$ cat src/rtl/mem_arb_pkg.sv
// Shared types for the unified memory arbiter.
// FSM states, owner encodings and counter width.
package mem_arb_pkg;

    typedef enum logic [1:0] {
        IDLE = 2'd0,
        ACC  = 2'd1,
        RESP = 2'd2
    } state_t;

    localparam logic OWN_I = 1'b0;
    localparam logic OWN_D = 1'b1;

    // LAT is at most 15, so LAT-1 fits in four bits.
    localparam int CNT_W = 4;

endpackage

$ cat src/rtl/unified_mem_arbiter.sv
// Shares one single-port word memory between IF and MEM-stage requesters.
// Ports: clk/rst, IF request/addr/rdata/stall, D read/write/addr/wdata/
// rdata/stall, and the mem_* strobes, address and data to the array.
module unified_mem_arbiter
    import mem_arb_pkg::*;
#(
    parameter int ADDR_W = 5,
    parameter int DATA_W = 32,
    parameter int LAT    = 2
) (
    input  logic              clk,
    input  logic              rst,
    input  logic              if_req,
    input  logic [ADDR_W-1:0] if_addr,
    output logic [DATA_W-1:0] if_rdata,
    output logic              if_stall,
    input  logic              dm_read,
    input  logic              dm_write,
    input  logic [ADDR_W-1:0] dm_addr,
    input  logic [DATA_W-1:0] dm_wdata,
    output logic [DATA_W-1:0] dm_rdata,
    output logic              dm_stall,
    output logic [ADDR_W-1:0] mem_addr,
    output logic              mem_read,
    output logic              mem_write,
    output logic [DATA_W-1:0] mem_wdata,
    input  logic [DATA_W-1:0] mem_rdata
);

    state_t             state;
    state_t             state_nx;
    logic [CNT_W-1:0]   cnt;
    logic               owner;
    logic               last_owner;
    logic [ADDR_W-1:0]  a_addr;
    logic [DATA_W-1:0]  a_wdata;
    logic               a_write;

    logic               d_req;
    logic               grant;
    logic               grant_own;
    logic               cnt_zero;
    logic               in_resp;

    assign d_req    = dm_read | dm_write;
    assign cnt_zero = (cnt == '0);
    assign in_resp  = (state == RESP);

    // Grant picker and next state. In RESP only the non-owner may be
    // granted: the owner's request is the one completing this cycle.
    always_comb begin
        grant     = 1'b0;
        grant_own = OWN_I;
        state_nx  = state;
        unique case (state)
            IDLE: begin
                if (if_req && d_req) begin
                    grant     = 1'b1;
                    grant_own = ~last_owner;
                end else if (d_req) begin
                    grant     = 1'b1;
                    grant_own = OWN_D;
                end else if (if_req) begin
                    grant     = 1'b1;
                    grant_own = OWN_I;
                end
                state_nx = grant ? ACC : IDLE;
            end
            ACC: begin
                state_nx = cnt_zero ? RESP : ACC;
            end
            RESP: begin
                if (owner == OWN_D && if_req) begin
                    grant     = 1'b1;
                    grant_own = OWN_I;
                end else if (owner == OWN_I && d_req) begin
                    grant     = 1'b1;
                    grant_own = OWN_D;
                end
                state_nx = grant ? ACC : IDLE;
            end
            default: begin
                state_nx = IDLE;
            end
        endcase
    end

    always_ff @(posedge clk) begin
        if (rst) begin
            state      <= IDLE;
            cnt        <= '0;
            owner      <= OWN_I;
            last_owner <= OWN_I;
            a_addr     <= '0;
            a_wdata    <= '0;
            a_write    <= 1'b0;
            if_rdata   <= '0;
            dm_rdata   <= '0;
        end else begin
            state <= state_nx;
            if (grant) begin
                owner <= grant_own;
                cnt   <= CNT_W'(LAT - 1);
                if (grant_own == OWN_D) begin
                    a_addr  <= dm_addr;
                    a_wdata <= dm_wdata;
                    // read+write together is treated as a read
                    a_write <= dm_write & ~dm_read;
                end else begin
                    a_addr  <= if_addr;
                    a_wdata <= '0;
                    a_write <= 1'b0;
                end
            end else if (state == ACC) begin
                if (!cnt_zero) begin
                    cnt <= cnt - 1'b1;
                end else begin
                    last_owner <= owner;
                    if (!a_write) begin
                        if (owner == OWN_D) begin
                            dm_rdata <= mem_rdata;
                        end else begin
                            if_rdata <= mem_rdata;
                        end
                    end
                end
            end
        end
    end

    assign mem_addr  = a_addr;
    assign mem_wdata = a_wdata;
    assign mem_read  = (state == ACC) & ~a_write;
    // Reset wins over the commit cycle so no write escapes a reset.
    assign mem_write = (state == ACC) & a_write & cnt_zero & ~rst;

    assign if_stall = if_req & ~(in_resp & (owner == OWN_I));
    assign dm_stall = d_req  & ~(in_resp & (owner == OWN_D));

endmodule

$ cat config.mk
export PLATFORM = sky130hd
export DESIGN_NAME = unified_mem_arbiter
export DESIGN_NICKNAME = d
export VERILOG_FILES = /design/src/rtl/mem_arb_pkg.sv /design/src/rtl/unified_mem_arbiter.sv
export SDC_FILE = /design/constraint.sdc
export NUM_CORES = 1
export LEC_CHECK = 0
export BUFFER_PORTS_ARGS = -buffer_cell sky130_fd_sc_hd__buf_2
export CORE_ASPECT_RATIO = 0.5
export CORE_MARGIN = 5
export CORE_UTILIZATION = 45
export DETAILED_ROUTE_END_ITERATION = 16
export GPL_ROUTABILITY_DRIVEN = 0
export PLACE_DENSITY = 0.8
export SKIP_CTS_REPAIR_TIMING = 1
export SLEW_MARGIN = 25
export SYNTH_ARGS = -nofsm -noshare
export SYNTH_HDL_FRONTEND = slang
export SYNTH_SLANG_ARGS = --single-unit
$ cat constraint.sdc
create_clock -name clk -period 2.27 [get_ports clk]
set_clock_uncertainty 0.2 [all_clocks]
set_input_delay 0.454 -clock clk [delete_from_list [all_inputs] [get_ports clk]]
set_output_delay 0.454 -clock clk [all_outputs]
set_load 0.01 [all_outputs]
# Word-level counts from Yosys, hierarchy flattened
# Cells that the tools add are included.
dict set report totals {
  inputBits 79
  ff_bits 110
}
dict set report op_classes {
  n_reduce_logical 12
  eq_ne 3
  bitwise 19
  add_sub_neg 1
  mux 22
}
# op n
set ops {}
lappend ops {{$mux W32} 1}
lappend ops {{$mux W1} 16}
lappend ops {{$reduce_and A5 Y1} 2}
lappend ops {{$and A1 B1 Y1} 9}
lappend ops {{$not A1 Y1} 9}
lappend ops {{$pmux W2 S3} 1}
lappend ops {{$mux W5} 1}
lappend ops {{$logic_not A4 Y1} 1}
lappend ops {{$pmux W1 S2} 2}
lappend ops {{$reduce_and A2 Y1} 2}
lappend ops {{$sub A4 B1 Y4 const B} 1}
lappend ops {{$logic_and A1 B1 Y1} 3}
lappend ops {{$reduce_and A3 Y1} 1}
lappend ops {{$eq A2 B1 Y1 const B} 1}
lappend ops {{$eq A2 B2 Y1 const B} 1}
lappend ops {{$logic_not A2 Y1} 1}
lappend ops {{$mux W2} 1}
lappend ops {{$ne A2 B2 Y1 const B} 1}
lappend ops {{$reduce_bool A2 Y1} 1}
lappend ops {{$reduce_or A2 Y1} 1}
lappend ops {{$or A1 B1 Y1} 1}

# Logic depth before layout (Yosys ltp)
# Gate-level depths: netlist (run 1).
dict set report depth {
  ltp_word 8
  mapped_depth 8
  ltp_nobuf 5
}

# Worst setup path before layout (run 1)
# Ideal clock, no wire load.
dict set report synth_timing {
  kind {register to output}
  from {reg cnt[1]}
  to {out mem_write}
  path_stages_with_launch 8
  n_path_buf 2
  arrival_ps 1460
  path_slack_ps 156
  t_required_ps 1616
  cell_sequence {dfxtp_1 -> inv_1 -> ha_1 -> or3b_1 -> buf_2 -> buf_6 -> nor3_1 -> and2_1}
}
dict set report synth_via {
  elab_chain_cells 3
}
# element line_no
set synth_rtl {}
lappend synth_rtl {{start, declared} unified_mem_arbiter.sv:32} ;# logic [CNT_W-1:0] cnt;
lappend synth_rtl {{start signal, assigned} unified_mem_arbiter.sv:103} ;# cnt <= CNT_W'(LAT - 1);
lappend synth_rtl {{start signal, assigned} unified_mem_arbiter.sv:116} ;# cnt <= cnt - 1'b1;
lappend synth_rtl {{$logic_not A4 Y1} unified_mem_arbiter.sv:46} ;# assign cnt_zero = (cnt == '0);
lappend synth_rtl {{$and A1 B1 Y1 (2 in a row)} unified_mem_arbiter.sv:135} ;# assign mem_write = (state == ACC) & a_write & cnt_zero & ~rst;
lappend synth_rtl {{end, declared} unified_mem_arbiter.sv:25} ;# output logic mem_write,
# No other way between the ends.

# Worst setup path after layout (run 1)
# Ends and elaborated chain as after synthesis.

==> results of run 1 <==
-- state kept, by name, indices dropped and copies added, names as in the netlist --
| register | flops |
|---|---|
| a_write | 1 |
| cnt | 4 |
| dm_rdata | 32 |
| if_rdata | 32 |
| last_owner | 1 |
| mem_addr | 5 |
| mem_wdata | 32 |
| owner | 1 |
| state | 2 |
-- worst max-delay path, stage by stage (launching register included) --
cell and delay (ns):
dfxtp_2 0.32, inv_2 0.09, ha_4 0.14, or3b_4 0.40, nor3_4 0.20, and2_4 0.17
buf_6 0.09
-- layout make-up --
cell class | instances | area [um2] | area share
well taps | 145 | 181 | 0.0288
flip-flops and latches | 110 | 2200 | 0.350
inverters | 7 | 26.3 | 0.00417
clock buffers | 9 | 225 | 0.0358
repair buffers | 211 | 1180 | 0.188
clock inverters | 7 | 50.0 | 0.00795
multi-input cells | 358 | 2430 | 0.385
-- where the power goes --
group          internal (mW)  total, mW  switching [mW]  leakage, nW
clock                  0.747       1.48           0.729        0.128
sequential              2.06       2.13          0.0744        0.898
combinational          0.376       1.10           0.720         1.50
-- cell usage after synthesis (2+ instances only) --
cell | instances | area (um2)
and3b_1 | 2 | 17.5
or3_1 | 2 | 12.5
or3b_1 | 2 | 17.5
o21ai_0 | 10 | 50.1
nand4_1 | 98 | 613
dfxtp_1 | 110 | 2200
a311oi_1 | 5 | 43.8
a31oi_1 | 3 | 18.8
nand3_1 | 7 | 35.0
buf_6 | 7 | 78.8
a21oi_1 | 99 | 495
buf_2 | 30 | 150
buf_4 | 9 | 67.6
a211oi_1 | 2 | 15.0
o31ai_1 | 64 | 480
nor2b_1 | 3 | 18.8
clkbuf_1 | 39 | 146
inv_1 | 6 | 22.5
a41oi_1 | 5 | 43.8
or4_1 | 2 | 15.0
nand3b_1 | 2 | 15.0
buf_1 | 2 | 7.51
o41ai_1 | 33 | 289
ha_1 | 2 | 25.0
-- through the flow --
stage                     area (um2)  total power [mW]  instances
after global routing            6300              4.94        847
final                           6300              4.70        847
after detailed placement        5950              3.24        827
after CTS                       6230              4.71        843
after global placement          5950              3.22        827
after floorplan                 5060              2.89        562
-- kinds of logic after synthesis --
kind of cell / count (synthesis) / share of synthesized area
fa+ha+maj: 2 / 0.00495
compound gates: 226 / 0.294
mux: 1 / 0.00198
flops: 110 / 0.436
buf+inv: 94 / 0.0943
simple gates: 129 / 0.169
-- worst paths after layout --
check	depth (start not counted)	from	endpoint
setup / recovery	6	cnt[1]	mem_write
hold / removal	2	rst	state[1]
hold reg to reg	2	mem_wdata[21]	mem_wdata[21]
setup reg to reg	6	cnt[0]	cnt[1]
-- routing by layer --
metal  track usage  vias up  wire, um
li1              -     2512         -
met1         0.280     2559      6630
met2         0.360      225      7670
met3        0.0684       12      1160
met4        0.0507        0       113
met5             0        -         0
==> impl_metrics.csv, run 1 <==
group,metric,value,unit
final_layout,drive_gt1_frac,0.349,
clock_tree,numCtsBuffers,9,
synth,synthCells,562,
final_layout,antenna_cells,0,
synth,syn_area,0.00506,mm2
global_routing,grt_antenna_before_repair,0,
sta,tns,-0.220,ns
synth,synth_cell_types,42,
sta,period_share,1.06,
pwr,p_leak,2.53,nW
drt,wl_per_cell,18.4,um
clock_tree,root_buffer,"clkbuf_16",
worst_setup_path,cp-start-kind,"register",
pwr,vdd_ir_drop_max,0.370,mV
drt,via_per_inst,6.27,
floorplanning,core_area,0.0110,mm2
clock_tree,htree_levels,3,
worst_setup_path,critPathRequiredTime,1.62,ns
synth,synth_nets,643,
global_routing,grt_max_degree,110,
pwr,power.density,747,mW/mm2
synth,ys_warn_count,0,
floorplanning,rows,27,
drt,vias,5308,
final_layout,mostFrequentLayoutCells,"buf_2, dfxtp_1, a21oi_1",
drt,routed_wl,15.6,mm
place,place.detailed.hpwl,9.79,mm
synth,ys_seq_area_frac,0.436,
global_routing,grt_pass1_vias,4935,
drt,final_antenna_net_count,0,
sta,timing.final.ws_setup,-0.140,ns
sta,hold_ws,0.110,ns
floorplanning,die_h,85.0,um
worst_setup_path,path_max_fanout,3,
floorplanning,die_area,0.0136,mm2
global_routing,grt_first_pass_wirelength,25.2,mm
clock_tree,insertion_delay,0.34,ns
clock_tree,tritoncts,"built",
drt,drc,0,
place,io_buffers,183,
final_layout,mostFrequentLayoutCell,"buf_2",
final_layout,area_growth_syn_to_layout,24.6,%
sta,worst_pin_slew,0.745,ns
worst_setup_path,r2r_slack,-0.08,ns
final_layout,post-route-util,0.574,
clock_tree,clkTransAtPathRegs,0.07,ns
global_routing,overflow,0,
final_layout,nets,778,
status,status,"finished with violations",
synth,ys_ff_latch,110,
clock_tree,clock-sinks,110,
synth,avgSynthCellArea,9.00,um2
clock_tree,cts_buffer_depth,2,
flow_run,maxCapViolations,0,
worst_hold_path,hold_path.class,"in2reg",
sta,finalHoldViolCount,0,
drt,drt_iter0_markers,653,
sta,min_period,2.41,ns
place,dpl_worst_slack,-0.0604,ns
status,violations,"setup timing",
floorplanning,initial_utilization,0.461,
synth,postSynth.asyncResetShare,0,
sta,drv_slew,0,
drt,dr.pass1.iters,5,
synth,synth_edf_count,0,
floorplanning,fp.dieW,160,um
synth,ys.flop_type,"dfxtp_1",
sta,rsz0062_at_grt,"yes",
global_routing,grt_util_all_layers,0.217,
final_layout,fillers,995,
worst_setup_path,cp.arrival,1.76,ns
worst_setup_path,crit_type,"reg2out",
sta,slew_headroom,0.503,
worst_setup_path,end_kind,"output pin",
sta,fmax,415,MHz
sta,setup_viol,2,
floorplanning,io-pin-count,184,
(Power assumes the default switching activity.)
==> inputs of run 2 (changes only) <==
==> constraint.sdc (replaced) <==
create_clock -name clk -period 2.27 [get_ports clk]
set_clock_uncertainty 0.2 [all_clocks]
set_input_delay 0.5675 -clock clk [delete_from_list [all_inputs] [get_ports clk]]
set_output_delay 0.5675 -clock clk [all_outputs]
set_load 0.01 [all_outputs]
==> impl_metrics.csv, run 2 (same netlist as run 1, synthesis figures left out) <==
group,metric,value,unit
pwr,power.density,743,mW/mm2
worst_setup_path,crit_type,"reg2out",
worst_setup_path,cp.arrival,1.71,ns
final_layout,instances_no_fill,843,
drt,vias,5310,
place,place.detailed.hpwl,9.65,mm
worst_setup_path,cp-start-kind,"register",
status,status,"finished with violations",
clock_tree,numCtsBuffers,9,
global_routing,grt_max_degree,110,
worst_hold_path,hold_path.class,"in2reg",
sta,period_share,1.09,
final_layout,fillers,990,
sta,timing.final.ws_setup,-0.209,ns
drt,drc,0,
sta,worst_pin_slew,0.743,ns
drt,final_antenna_net_count,0,
pwr,finalPower,4.64,mW
floorplanning,die_area,0.0136,mm2
sta,fmax,403,MHz
clock_tree,htree_levels,3,
worst_setup_path,critPathRequiredTime,1.50,ns
flow_run,maxCapViolations,0,
pwr,p_leak,2.52,nW
sta,slew_headroom,0.505,
worst_setup_path,end_kind,"output pin",
clock_tree,root_buffer,"clkbuf_16",
global_routing,overflow,0,
floorplanning,die_h,85.0,um
status,violations,"setup timing",
floorplanning,fp.dieW,160,um
floorplanning,core_area,0.0110,mm2
sta,setup_viol,2,
sta,rsz0062_at_grt,"yes",
pwr,vdd_ir_drop_max,0.434,mV
drt,routed_wl,15.2,mm
sta,hold_ws,0.230,ns
sta,drv_slew,0,
floorplanning,rows,27,
clock_tree,insertion_delay,0.34,ns
final_layout,area_growth_syn_to_layout,23.7,%
drt,wl_per_cell,18.0,um
place,placedCellCount,829,
global_routing,grt_first_pass_wirelength,24.6,mm
worst_setup_path,worst_r2r_startpoint,"cnt[0]",
global_routing,grt_pass1_vias,4888,
drt,dr.pass1.iters,5,
floorplanning,initial_utilization,0.461,
sta,finalHoldViolCount,0,
global_routing,grt_antenna_before_repair,0,
drt,via_per_inst,6.30,
final_layout,drive_gt1_frac,0.345,
floorplanning,io-pin-count,184,
final_layout,antenna_cells,0,
sta,min_period,2.48,ns
clock_tree,tritoncts,"built",
final_layout,mostFrequentLayoutCells,"buf_2, dfxtp_1, a21oi_1",
final_layout,mostFrequentLayoutCell,"buf_2",
final_layout,post-route-util,0.569,
worst_setup_path,timing.critical_path.from,"cnt[1]",
global_routing,grt_util_all_layers,0.212,
clock_tree,cts_buffer_depth,2,
final_layout,nets,776,
worst_hold_path,min_from,"rst",
place,io_buffers,183,
drt,drt_iter0_markers,617,
clock_tree,clock-sinks,110,
worst_setup_path,path_max_fanout,3,
clock_tree,clkTransAtPathRegs,0.07,ns
## run 2: per-layer routing
metal	routed length [um]	up-vias	global-route usage
li1	-	2503	-
met2	7440	235	0.351
met1	6450	2552	0.281
met3	1080	20	0.0505
met5	0	-	0
met4	223	0	0.0546
## run 2: final cells by class
type                       count  area, um2  share of cell area
sequential                   110       2210               0.353
clock inverter                 4       25.0             0.00400
tap                          145        181              0.0290
inverter                       7       28.8             0.00460
clock buffer                  10        239              0.0382
timing repair buffer         209       1150               0.184
multi-input combinational    358       2420               0.387
## run 2: final timing paths
kind	endpoint	slack [ns]	cells after the start
max	mem_write	-0.21	6
min	state[1]	0.23	2
max reg2reg	cnt[1]	-0.03	6
min reg2reg	mem_wdata[23]	0.26	2
## run 2: metrics by stage
stage | TNS (ns) | cell area [um2] | setup slack [ns]
finish | -0.243 | 6250 | -0.209
global route | -0.484 | 6250 | -0.287
CTS | -0.483 | 6220 | -0.357
detailed placement | -0.0276 | 5960 | -0.0276
global placement | 0 | 5960 | 0.0251
floorplan | 0 | 5060 | 0.0426
## run 2: worst max-delay path: stages (launching register included)
cell,delay (ns)
dfxtp_2,0.33
inv_2,0.08
ha_4,0.13
or3b_4,0.39
nor3_4,0.19
and2_1,0.14
buf_2,0.13
## run 2: power breakdown
| part | switching, mW | internal [mW] | total (mW) |
|---|---|---|---|
| Combinational | 0.711 | 0.364 | 1.08 |
| Clock | 0.675 | 0.759 | 1.43 |
| Sequential | 0.0767 | 2.06 | 2.14 |
==> inputs of run 3 (changes only) <==
Settings changed: SETUP_SLACK_MARGIN from default to 0.2.
==> impl_metrics.csv, run 3 (same netlist as run 1, synthesis figures left out) <==
group,metric,value,unit
status,status,"finished with violations",
status,violations,"setup timing",
sta,finalHoldViolCount,0,
worst_setup_path,crit_type,"reg2out",
pwr,p_leak,2.61,nW
sta,tns,-0.251,ns
drt,vias,5415,
flow_run,maxCapViolations,0,
sta,worst_pin_slew,0.854,ns
clock_tree,root_buffer,"clkbuf_16",
floorplanning,initial_utilization,0.461,
sta,min_period,2.52,ns
global_routing,overflow,0,
final_layout,mostFrequentLayoutCells,"buf_2, dfxtp_1, a21oi_1",
sta,setup_viol,1,
place,io_buffers,183,
final_layout,final-seq-area,0.00221,mm2
sta,slew_headroom,0.431,
pwr,power.density,757,mW/mm2
drt,via_per_inst,6.35,
final_layout,drive_gt1_frac,0.434,
worst_hold_path,hold_path.class,"in2reg",
final_layout,nets,784,
drt,final_antenna_net_count,0,
worst_setup_path,critPathRequiredTime,1.50,ns
clock_tree,insertion_delay,0.34,ns
final_layout,multi_input_area,0.00273,mm2
drt,dr.pass1.iters,5,
place,place_area,0.00594,mm2
floorplanning,core_area,0.0110,mm2
worst_setup_path,cp.arrival,1.75,ns
worst_hold_path,min_to,"state[1]",
clock_tree,clock-sinks,110,
global_routing,grt_first_pass_wirelength,25.2,mm
final_layout,fillers,948,
drt,routed_wl,16.7,mm
final_layout,area_growth_syn_to_layout,34.1,%
worst_setup_path,end_kind,"output pin",
place,place.detailed.hpwl,9.64,mm
sta,timing.final.ws_setup,-0.251,ns
final_layout,antenna_cells,0,
worst_setup_path,r2r_slack,0.17,ns
worst_setup_path,path_max_fanout,3,
sta,drv_slew,0,
worst_setup_path,worst_r2r_startpoint,"cnt[1]",
worst_setup_path,worstRegToRegCells,8,
final_layout,design_area,0.00678,mm2
floorplanning,rows,27,
drt,wl_per_cell,19.6,um
global_routing,grt_max_degree,110,
clock_tree,tritoncts,"built",
final_layout,mostFrequentLayoutCell,"buf_2",
sta,hold_ws,0.220,ns
floorplanning,fp.dieW,160,um
drt,drt_iter0_markers,504,
clock_tree,numCtsBuffers,9,
drt,drc,0,
global_routing,grt_util_all_layers,0.216,
global_routing,grt_antenna_before_repair,0,
sta,fmax,397,MHz
worst_hold_path,min_from,"rst",
clock_tree,cts_buffer_depth,2,
floorplanning,die_area,0.0136,mm2
clock_tree,htree_levels,3,
clock_tree,clkTransAtPathRegs,0.07,ns
sta,period_share,1.11,
floorplanning,die_h,85.0,um
worst_setup_path,r2r-end,"if_rdata[29]",
pwr,vdd_ir_drop_max,0.451,mV
worst_setup_path,cp-start-kind,"register",
worst_hold_path,min_delay_path_depth,2,
global_routing,grt_pass1_vias,4871,
sta,rsz0062_at_grt,"yes",
floorplanning,io-pin-count,184,
[run 3: how the worst max path moves through the flow]
stage | from | endpoint | depth (start not counted)
2_1_floorplan | cnt[0] | mem_write | 7
3_3_place_gp | cnt[0] | mem_write | 6
3_5_place_dp | cnt[1] | mem_write | 6
4_1_cts | cnt[1] | mem_write | 6
5_1_grt | cnt[1] | mem_write | 6
6_report | cnt[1] | mem_write | 6
[run 3: metrics by stage]
stage	cells	utilization	worst slack [ns]	total power, mW
after floorplan	562	-	0.115	2.90
after global placement	824	0.541	0.0587	3.22
after detailed placement	824	0.541	-0.00906	3.23
after CTS	840	0.570	-0.393	4.92
after global routing	853	0.618	-0.299	5.35
final	853	0.618	-0.251	5.13
[run 3: report_power, final]
part,total (mW),switching (mW),internal (mW)
Combinational,1.29,0.833,0.457
Clock,1.70,0.727,0.970
Sequential,2.15,0.0881,2.06
[run 3: critical path, cell delays in order (launching register included)]
cell	delay, ns
dfxtp_1	0.33
inv_2	0.09
ha_4	0.14
or3b_4	0.39
nor3_4	0.20
and2_4	0.17
buf_6	0.10
[run 3: metal layers]
metal  global-route usage  share of wire
met5                    0              0
met2                0.345           0.49
met1                0.293           0.43
met3               0.0524          0.064
met4               0.0664          0.016
[run 3: cell type report]
type	instances	share of cell area
multi-input combinational	358	0.403
sequential	110	0.326
clock buffer	9	0.0332
clock inverter	7	0.0142
timing repair buffer	217	0.192
tap	145	0.0268
inverter	7	0.00480
